$ cat config.mk
export PLATFORM = sky130hd
export DESIGN_NAME = cc_line_fill_unit
export DESIGN_NICKNAME = d
export VERILOG_FILES = /design/src/rtl/cc_pkg.sv /design/src/rtl/cc_fill_deser.sv /design/src/rtl/cc_line_fill_unit.sv
export SDC_FILE = /design/constraint.sdc
export NUM_CORES = 1
export LEC_CHECK = 0
export BUFFER_PORTS_ARGS = -buffer_cell sky130_fd_sc_hd__buf_2
export CAP_MARGIN = 15
export CORE_AREA = 2 2 276 278
export CTS_BUF_LIST = sky130_fd_sc_hd__clkbuf_8
export DETAILED_ROUTE_END_ITERATION = 7
export DIE_AREA = 0 0 278 280
export HOLD_SLACK_MARGIN = 0.05
export PLACE_DENSITY = 0.54
export REMOVE_ABC_BUFFERS = 1
export SYNTH_ARGS = -nofsm -noshare
export SYNTH_HDL_FRONTEND = slang
export SYNTH_SLANG_ARGS = --single-unit
$ cat constraint.sdc
create_clock -name clk -period 29.1 [get_ports clk]
set_clock_uncertainty 0.2 [all_clocks]
set_input_delay 1.455 -clock clk [delete_from_list [all_inputs] [get_ports clk]]
set_output_delay 1.455 -clock clk [all_outputs]
set_load 0.03 [all_outputs]
$ cat src/rtl/cc_pkg.sv
// Shared types, AXI R response codes and geometry helpers for the cache line-fill path.
package cc_pkg;

  typedef enum logic [1:0] {
    IDLE  = 2'd0,
    FILL  = 2'd1,
    WRITE = 2'd2
  } fill_state_t;

  localparam logic [1:0] RRESP_OKAY   = 2'b00;
  localparam logic [1:0] RRESP_SLVERR = 2'b10;
  localparam logic [1:0] RRESP_DECERR = 2'b11;

  localparam int unsigned DEF_DATA_W     = 64;
  localparam int unsigned DEF_LINE_BYTES = 64;
  localparam int unsigned DEF_ADDR_W     = 32;
  localparam int unsigned DEF_IDX_W      = 9;

  function automatic int unsigned beats_f(input int unsigned data_w, input int unsigned line_bytes);
    return (line_bytes * 8) / data_w;
  endfunction

  function automatic int unsigned off_w_f(input int unsigned line_bytes);
    return $clog2(line_bytes);
  endfunction

  function automatic int unsigned tag_w_f(input int unsigned addr_w, input int unsigned idx_w,
                                          input int unsigned line_bytes);
    return addr_w - idx_w - $clog2(line_bytes);
  endfunction

  // Geometry of the default configuration
  localparam int unsigned BEATS = beats_f(DEF_DATA_W, DEF_LINE_BYTES);
  localparam int unsigned OFF_W = off_w_f(DEF_LINE_BYTES);
  localparam int unsigned TAG_W = tag_w_f(DEF_ADDR_W, DEF_IDX_W, DEF_LINE_BYTES);

endpackage

$ cat src/rtl/cc_fill_deser.sv
// Line deserialiser: places R beats into slots (start+cnt) mod BEATS and captures the critical word.
module cc_fill_deser
  import cc_pkg::*;
#(
  parameter int unsigned DATA_W     = DEF_DATA_W,
  parameter int unsigned LINE_BYTES = DEF_LINE_BYTES,
  localparam int unsigned N_BEATS   = beats_f(DATA_W, LINE_BYTES),
  localparam int unsigned CNT_W     = $clog2(N_BEATS)
) (
  input  logic                    clk,
  input  logic                    rst,
  input  logic                    start_i,
  input  logic [CNT_W-1:0]        start_slot_i,
  input  logic                    beat_vld_i,
  input  logic [DATA_W-1:0]       beat_data_i,
  output logic [CNT_W-1:0]        cnt_o,
  output logic [8*LINE_BYTES-1:0] line_o,
  output logic                    cw_valid_o,
  output logic [DATA_W-1:0]       cw_data_o
);

  logic [CNT_W-1:0]                start_q;
  logic [CNT_W-1:0]                cnt_q;
  logic [N_BEATS-1:0][DATA_W-1:0]  line_q;
  logic [DATA_W-1:0]               cw_data_q;
  logic                            cw_valid_q;
  logic [CNT_W-1:0]                slot_c;

  // Slot pointer wraps naturally at BEATS
  assign slot_c = start_q + cnt_q;

  always_ff @(posedge clk or posedge rst) begin
    if (rst) begin
      start_q    <= '0;
      cnt_q      <= '0;
      line_q     <= '0;
      cw_data_q  <= '0;
      cw_valid_q <= 1'b0;
    end else begin
      cw_valid_q <= 1'b0;
      if (start_i) begin
        start_q <= start_slot_i;
        cnt_q   <= '0;
      end else if (beat_vld_i) begin
        line_q[slot_c] <= beat_data_i;
        cnt_q          <= cnt_q + CNT_W'(1);
        if (cnt_q == '0) begin
          cw_data_q  <= beat_data_i;
          cw_valid_q <= 1'b1;
        end
      end
    end
  end

  assign cnt_o      = cnt_q;
  assign line_o     = line_q;
  assign cw_valid_o = cw_valid_q;
  assign cw_data_o  = cw_data_q;

endmodule

$ cat src/rtl/cc_line_fill_unit.sv
// Cache line-fill engine: pops a miss, collects one R burst, then writes tag+line or flags an aborted fill.
module cc_line_fill_unit
  import cc_pkg::*;
#(
  parameter int unsigned DATA_W     = DEF_DATA_W,
  parameter int unsigned LINE_BYTES = DEF_LINE_BYTES,
  parameter int unsigned ADDR_W     = DEF_ADDR_W,
  parameter int unsigned IDX_W      = DEF_IDX_W,
  parameter int unsigned WRAP_MODE  = 1,
  localparam int unsigned LINE_OFF_W = off_w_f(LINE_BYTES),
  localparam int unsigned LINE_TAG_W = tag_w_f(ADDR_W, IDX_W, LINE_BYTES)
) (
  input  logic                    clk,
  input  logic                    rst,
  input  logic [DATA_W-1:0]       mem_rdata_i,
  input  logic [1:0]              mem_rresp_i,
  input  logic                    mem_rlast_i,
  input  logic                    mem_rvalid_i,
  output logic                    mem_rready_o,
  input  logic                    miss_addr_fifo_empty_i,
  input  logic [ADDR_W-1:0]       miss_addr_fifo_rdata_i,
  output logic                    miss_addr_fifo_rden_o,
  output logic                    wren_o,
  output logic [IDX_W-1:0]        waddr_o,
  output logic [LINE_TAG_W:0]     wdata_tag_o,
  output logic [8*LINE_BYTES-1:0] wdata_data_o,
  output logic                    cw_valid_o,
  output logic [DATA_W-1:0]       cw_data_o,
  output logic                    fill_err_o
);

  localparam int unsigned N_BEATS = beats_f(DATA_W, LINE_BYTES);
  localparam int unsigned CNT_W   = $clog2(N_BEATS);
  localparam int unsigned BYTE_W  = $clog2(DATA_W / 8);

  fill_state_t             state_q, state_d;
  logic                    err_q, err_d;
  logic                    rready_q, rready_d;
  logic                    wren_q, wren_d;
  logic                    ferr_q, ferr_d;
  logic [IDX_W-1:0]        waddr_q, waddr_d;
  logic [LINE_TAG_W:0]     tag_q, tag_d;
  logic                    pop_c;
  logic                    hs_c;
  logic                    last_beat_c;
  logic                    beat_err_c;
  logic [CNT_W-1:0]        cnt_c;
  logic [CNT_W-1:0]        start_slot_c;
  logic                    unused_addr_c;

  assign unused_addr_c = ^miss_addr_fifo_rdata_i[BYTE_W-1:0];

  assign start_slot_c = (WRAP_MODE != 0) ? miss_addr_fifo_rdata_i[BYTE_W +: CNT_W] : '0;
  assign hs_c         = mem_rvalid_i && rready_q;
  assign last_beat_c  = (cnt_c == CNT_W'(N_BEATS - 1));
  // RLAST must be set on exactly the final beat of the burst
  assign beat_err_c   = (mem_rresp_i == RRESP_SLVERR) || (mem_rresp_i == RRESP_DECERR) ||
                        (mem_rlast_i != last_beat_c);

  always_comb begin
    state_d = state_q;
    err_d   = err_q;
    wren_d  = 1'b0;
    ferr_d  = 1'b0;
    waddr_d = waddr_q;
    tag_d   = tag_q;
    pop_c   = 1'b0;
    unique case (state_q)
      IDLE: begin
        if (!miss_addr_fifo_empty_i) begin
          pop_c   = 1'b1;
          err_d   = 1'b0;
          waddr_d = miss_addr_fifo_rdata_i[LINE_OFF_W +: IDX_W];
          tag_d   = {1'b1, miss_addr_fifo_rdata_i[ADDR_W-1 -: LINE_TAG_W]};
          state_d = FILL;
        end
      end
      FILL: begin
        if (hs_c) begin
          err_d = err_q | beat_err_c;
          if (last_beat_c) begin
            state_d = WRITE;
            wren_d  = !err_d;
            ferr_d  = err_d;
          end
        end
      end
      WRITE: state_d = IDLE;
      default: state_d = IDLE;
    endcase
    rready_d = (state_d == FILL);
  end

  always_ff @(posedge clk or posedge rst) begin
    if (rst) begin
      state_q  <= IDLE;
      err_q    <= 1'b0;
      rready_q <= 1'b0;
      wren_q   <= 1'b0;
      ferr_q   <= 1'b0;
      waddr_q  <= '0;
      tag_q    <= '0;
    end else begin
      state_q  <= state_d;
      err_q    <= err_d;
      rready_q <= rready_d;
      wren_q   <= wren_d;
      ferr_q   <= ferr_d;
      waddr_q  <= waddr_d;
      tag_q    <= tag_d;
    end
  end

  cc_fill_deser #(
    .DATA_W     (DATA_W),
    .LINE_BYTES (LINE_BYTES)
  ) u_deser (
    .clk          (clk),
    .rst          (rst),
    .start_i      (pop_c),
    .start_slot_i (start_slot_c),
    .beat_vld_i   (hs_c),
    .beat_data_i  (mem_rdata_i),
    .cnt_o        (cnt_c),
    .line_o       (wdata_data_o),
    .cw_valid_o   (cw_valid_o),
    .cw_data_o    (cw_data_o)
  );

  assign miss_addr_fifo_rden_o = pop_c;
  assign mem_rready_o          = rready_q;
  assign wren_o                = wren_q;
  assign fill_err_o            = ferr_q;
  assign waddr_o               = waddr_q;
  assign wdata_tag_o           = tag_q;

endmodule
## After elaboration in Yosys (flattened, before gate mapping)

Cells that the tools add are included.

| storage, ports and cells | value |
|---|---|
| bits in registers | 616 |
| bits of input ports | 103 |
| output and inout bits | 608 |
| word-level logic and storage cells | 70 |

| cells by class | value |
|---|---|
| $add $sub $neg | 2 |
| $lt $le $gt $ge | 2 |
| equality and inequality tests | 8 |
| mux-type cells | 23 |
| bitwise logic cells | 3 |
| reductions and logical operators | 13 |

Operators by type and width:

| operator | count |
|---|---|
| bitwise mux 512 bit | 1 |
| demux 64 bit (select 3 bit) | 1 |
| 2-to-1 mux 64 bit | 1 |
| 2-to-1 mux 1 bit | 13 |
| 2-to-1 mux 2 bit | 3 |
| 2-to-1 mux 3 bit | 2 |
| AND reduction 3 bit | 2 |
| == test 2 x 1 -> 1 bit (second input constant) | 2 |
| == test 2 bit (second input constant) | 2 |
| < comparator 3 x 4 -> 1 bit (second input constant) | 1 |
| != test 2 bit (second input constant) | 2 |
| one-hot mux 2 bit (2 select lines) | 1 |
| AND reduction 2 bit | 2 |
| nonzero test 2 bit | 2 |
| adder 3 x 1 -> 3 bit (second input constant) | 1 |
| adder 3 bit | 1 |
| == test 3 bit (second input constant) | 1 |
| >= comparator 3 x 1 -> 1 bit (second input constant) | 1 |
| zero test 3 bit | 1 |
| logical AND 1 bit | 2 |
| zero test 2 bit | 1 |
| logical OR 1 bit | 2 |
| NOT 1 bit | 2 |
| one-hot mux 1 bit (2 select lines) | 1 |
| 3 further kinds | 3 |

## Longest topological paths before layout

| depth | value |
|---|---|
| depth after elaboration | 8 |
| depth in mapped cells | 8 |
| gate-level depth less buffers | 6 |

## Cells and area by module

Synthesis repeated with hierarchy kept, for this count alone.

| second synthesis, totals | value |
|---|---|
| cells, all modules | 1334 |
| area, all modules | 23408.7 sq um |

By module, submodules not included:

| module | instances | cells an instance | area each (sq um) | sequential area each (sq um) |
|---|---|---|---|---|
| cc_fill_deser | 1 | 1254 | 22151.2 | 14589.0 |
| cc_line_fill_unit | 1 | 80 | 1257.5 | 825.8 |

## Worst setup path before layout

Ideal clock, no wire load.

| path | value |
|---|---|
| path kind | input port to output port |
| start point | input miss_addr_fifo_empty_i |
| end point | output miss_addr_fifo_rden_o |
| arrival | 2509 ps |
| required time | 27445 ps |
| slack | 24936 ps |
| cell stages on the path | 2 |
| buffers on the path | 1 |
| path through | nor3_1 clkbuf_1 |

| between the ends | value |
|---|---|
| longest elaborated chain between the ends | 2 |

Ends and longest elaborated chain:

| item | RTL line | source |
|---|---|---|
| start, declared | cc_line_fill_unit.sv:20 | `input logic miss_addr_fifo_empty_i,` |
| 2-to-1 mux 1 bit | cc_line_fill_unit.sv:70 | `if (!miss_addr_fifo_empty_i) begin` |
| 2-to-1 mux 1 bit | cc_line_fill_unit.sv:68 | `unique case (state_q)` |
| end, declared | cc_line_fill_unit.sv:22 | `output logic miss_addr_fifo_rden_o,` |

No other way between the ends.

## Worst setup path after layout

Ends and elaborated chain as after synthesis.

==> impl_metrics.yaml <==
flow_run:
  drv_cap: 0
timing:
  tightest_slew_ps: 1100
  report.final.slew_viol_count: 0
  max_freq_ghz: 0.248
  slew_headroom: 0.269
  post-route-min-period_ps: 4030
  setup_tns_ps: 0
  fin_crit_sh: 0.139
  hold_viol_final: 0
  rsz0062_at_grt: "false"
  setup_violations: 0
floorplan:
  coreArea_um2: 75200
  ios: 711
  die_x_um: 278
  die_height_um: 280
  die_area_um2: 77800
  std_cell_rows: 101
  start_util: 0.308
setup_path:
  r2r-start: "u_deser.cnt_o[0]"
  crit_fanout: 35
  crit-reg2reg-capture: "u_deser.line_o[86]"
  r2r_slack_ps: 25580
  arrival_ps: 2380
  path_class: "in -> out"
  r2r_cells: 6
  crit_path_start_kind: "primary input"
  worstSetupEndpointType: "output pin"
  required_ps: 27440
min_path:
  min_path_cells: 1
  hold_end: "wdata_tag_o[17]"
  min_path_type: "reg -> reg"
  hp-start: "wdata_tag_o[17]"
clocking:
  cts_max_level: 3
  cts_tree: "yes"
  cts_num_sinks: 616
  cts_root_buf: "clkbuf_8"
  clk_pin_slew_ps: 60
  cts.hold.buffers_added: 0
  cts_setup_buffers: 0
  worstSkewPairLatency_ps: 700
  clockBufferDepth: 3
  cts-buffers-inserted: 106
  ctsResizeCount: 0
drt:
  wl_per_cell_um: 21.3
  drt-initial-drc-count: 481
  route.detailed.drc: 0
  postRouteAntennaNets: 0
  via_per_inst: 4.57
  wirelength_um: 67700
  vias: 14500
  firstDrtPassIters: 4
yosys:
  synthTopCellsByArea: "dfrtp_1, mux2_2, mux2_1"
  ys_types: 31
  avgSynthCellArea_um2: 17.3
  syn-instance-count: 1334
  synth_most_common_cell: "dfrtp_1"
  yosys_register_bits: 616
  synth_edf_count: 0
  synth_flop_cell: "dfrtp_1"
  synth_top_area_frac: 0.666
  ys_top_cells_by_count: "dfrtp_1, mux2_2, mux2_1, buf_2, buf_6"
  synth_warnings: 0
  synthArstFlopShare: 1.00
  ys_seq_area_frac: 0.666
  yosysTopAreaCell: "dfrtp_1"
  mappedNetlistArea_um2: 23100
global_routing:
  grt_antenna_before_repair: 4
  grt_pass1_wl_um: 100000
  grt_pass1_vias: 15400
  grt_max_degree: 171
  overflow: 0
  grt_use_total: 0.170
final_layout:
  finalNonFillerCells: 3176
  layout-drive-gt1-share: 0.610
  area_growth_pct: 29.7
  final_nets: 2216
placed_design:
  place_hpwl_um: 45700
  place_congestion: 0.776
  dp.cells: 2978
  portBuffers: 706
outcome:
  status: "completed"
[metrics by stage]
step	cell area (um2)	hold slack, ps	util	setup slack [ps]
after floorplan	22700	285	-	10200
after global placement	27700	249	0.368	24690
after detailed placement	27700	246	0.368	24580
after CTS	30000	260	0.399	25050
after global routing	30000	294	0.399	24990
final	30000	259	0.399	25070
[cell usage in the layout, fill, tap and decap left out, types with 3 or more instances in the layout]
| cell type | netlist | layout |
|---|---|---|
| clkbuf_8 | 0 | 143 |
| buf_4 | 5 | 20 |
| mux2_1 | 168 | 168 |
| mux2_2 | 436 | 436 |
| clkinvlp_4 | 0 | 4 |
| inv_1 | 7 | 38 |
| ha_1 | 4 | 4 |
| clkinv_2 | 0 | 8 |
| inv_12 | 0 | 3 |
| dfrtp_1 | 616 | 616 |
| diode_2 | 0 | 3 |
| buf_2 | 37 | 706 |
| nand2_1 | 5 | 5 |
| nor3_1 | 5 | 4 |
| bufinv_16 | 0 | 3 |
| nand3_1 | 3 | 3 |
| nor4_4 | 6 | 6 |
[how the worst max path moves through the flow]
stage / slack, ps / start / end
3_5_place_dp: 24580 / rst / u_deser.cw_data_o[60]
3_3_place_gp: 24690 / rst / u_deser.line_o[313]
4_1_cts: 25050 / miss_addr_fifo_empty_i / miss_addr_fifo_rden_o
2_1_floorplan: 10200 / rst / err_q
5_1_grt: 24990 / miss_addr_fifo_empty_i / miss_addr_fifo_rden_o
6_report: 25070 / miss_addr_fifo_empty_i / miss_addr_fifo_rden_o
[logic make-up (layout without fill, tap and decap cells)]
group	Yosys count	in the layout	share of synthesized area
buffers and inverters	69	930	0.0199
flip-flops	616	616	0.666
other	0	3	0
AND/OR/NAND/NOR	29	29	0.0110
AO/OA/AOI/OAI	7	7	0.00276
multiplexers	604	604	0.294
XOR/XNOR	4	4	0.00281
adder cells (fa/ha/maj)	5	5	0.00303
[critical path, stage by stage]
cell	delay, ps
buf_2	130
nor3_2	100
buf_4	390
buf_2	280
[flip-flops by register name (all words and copies together) (netlist names)]
register and cells:
wdata_tag_o 18, wren_o 1, u_deser.line_o 512, mem_rready_o 1, u_deser.cnt_o 3, u_deser.cw_data_o 64, u_deser.start_q 3, state_q 2
waddr_o 9, fill_err_o 1, u_deser.cw_valid_o 1, err_q 1
[per-layer routing]
layer  up-vias  GRT usage  routed length [um]
li1       6329          -                   -
met1      7496      0.196               26100
met2       530      0.291               33800
met3       155     0.0515                4880
met4         2     0.0773                2810
met5         -          0                   5
[area by class of cell]
cell class | instances | area, um2
clock buffer | 143 | 1970
clock inverter | 52 | 354
inverter | 7 | 33.8
antenna | 3 | 7.51
sequential | 616 | 15400
tap | 978 | 1220
fill | 7184 | 45200
timing repair buffer | 728 | 3720
multi-input combinational | 649 | 7270
Power is not shown: default switching activity piles up to over one toggle a cycle in this logic, so the estimate is an artifact.
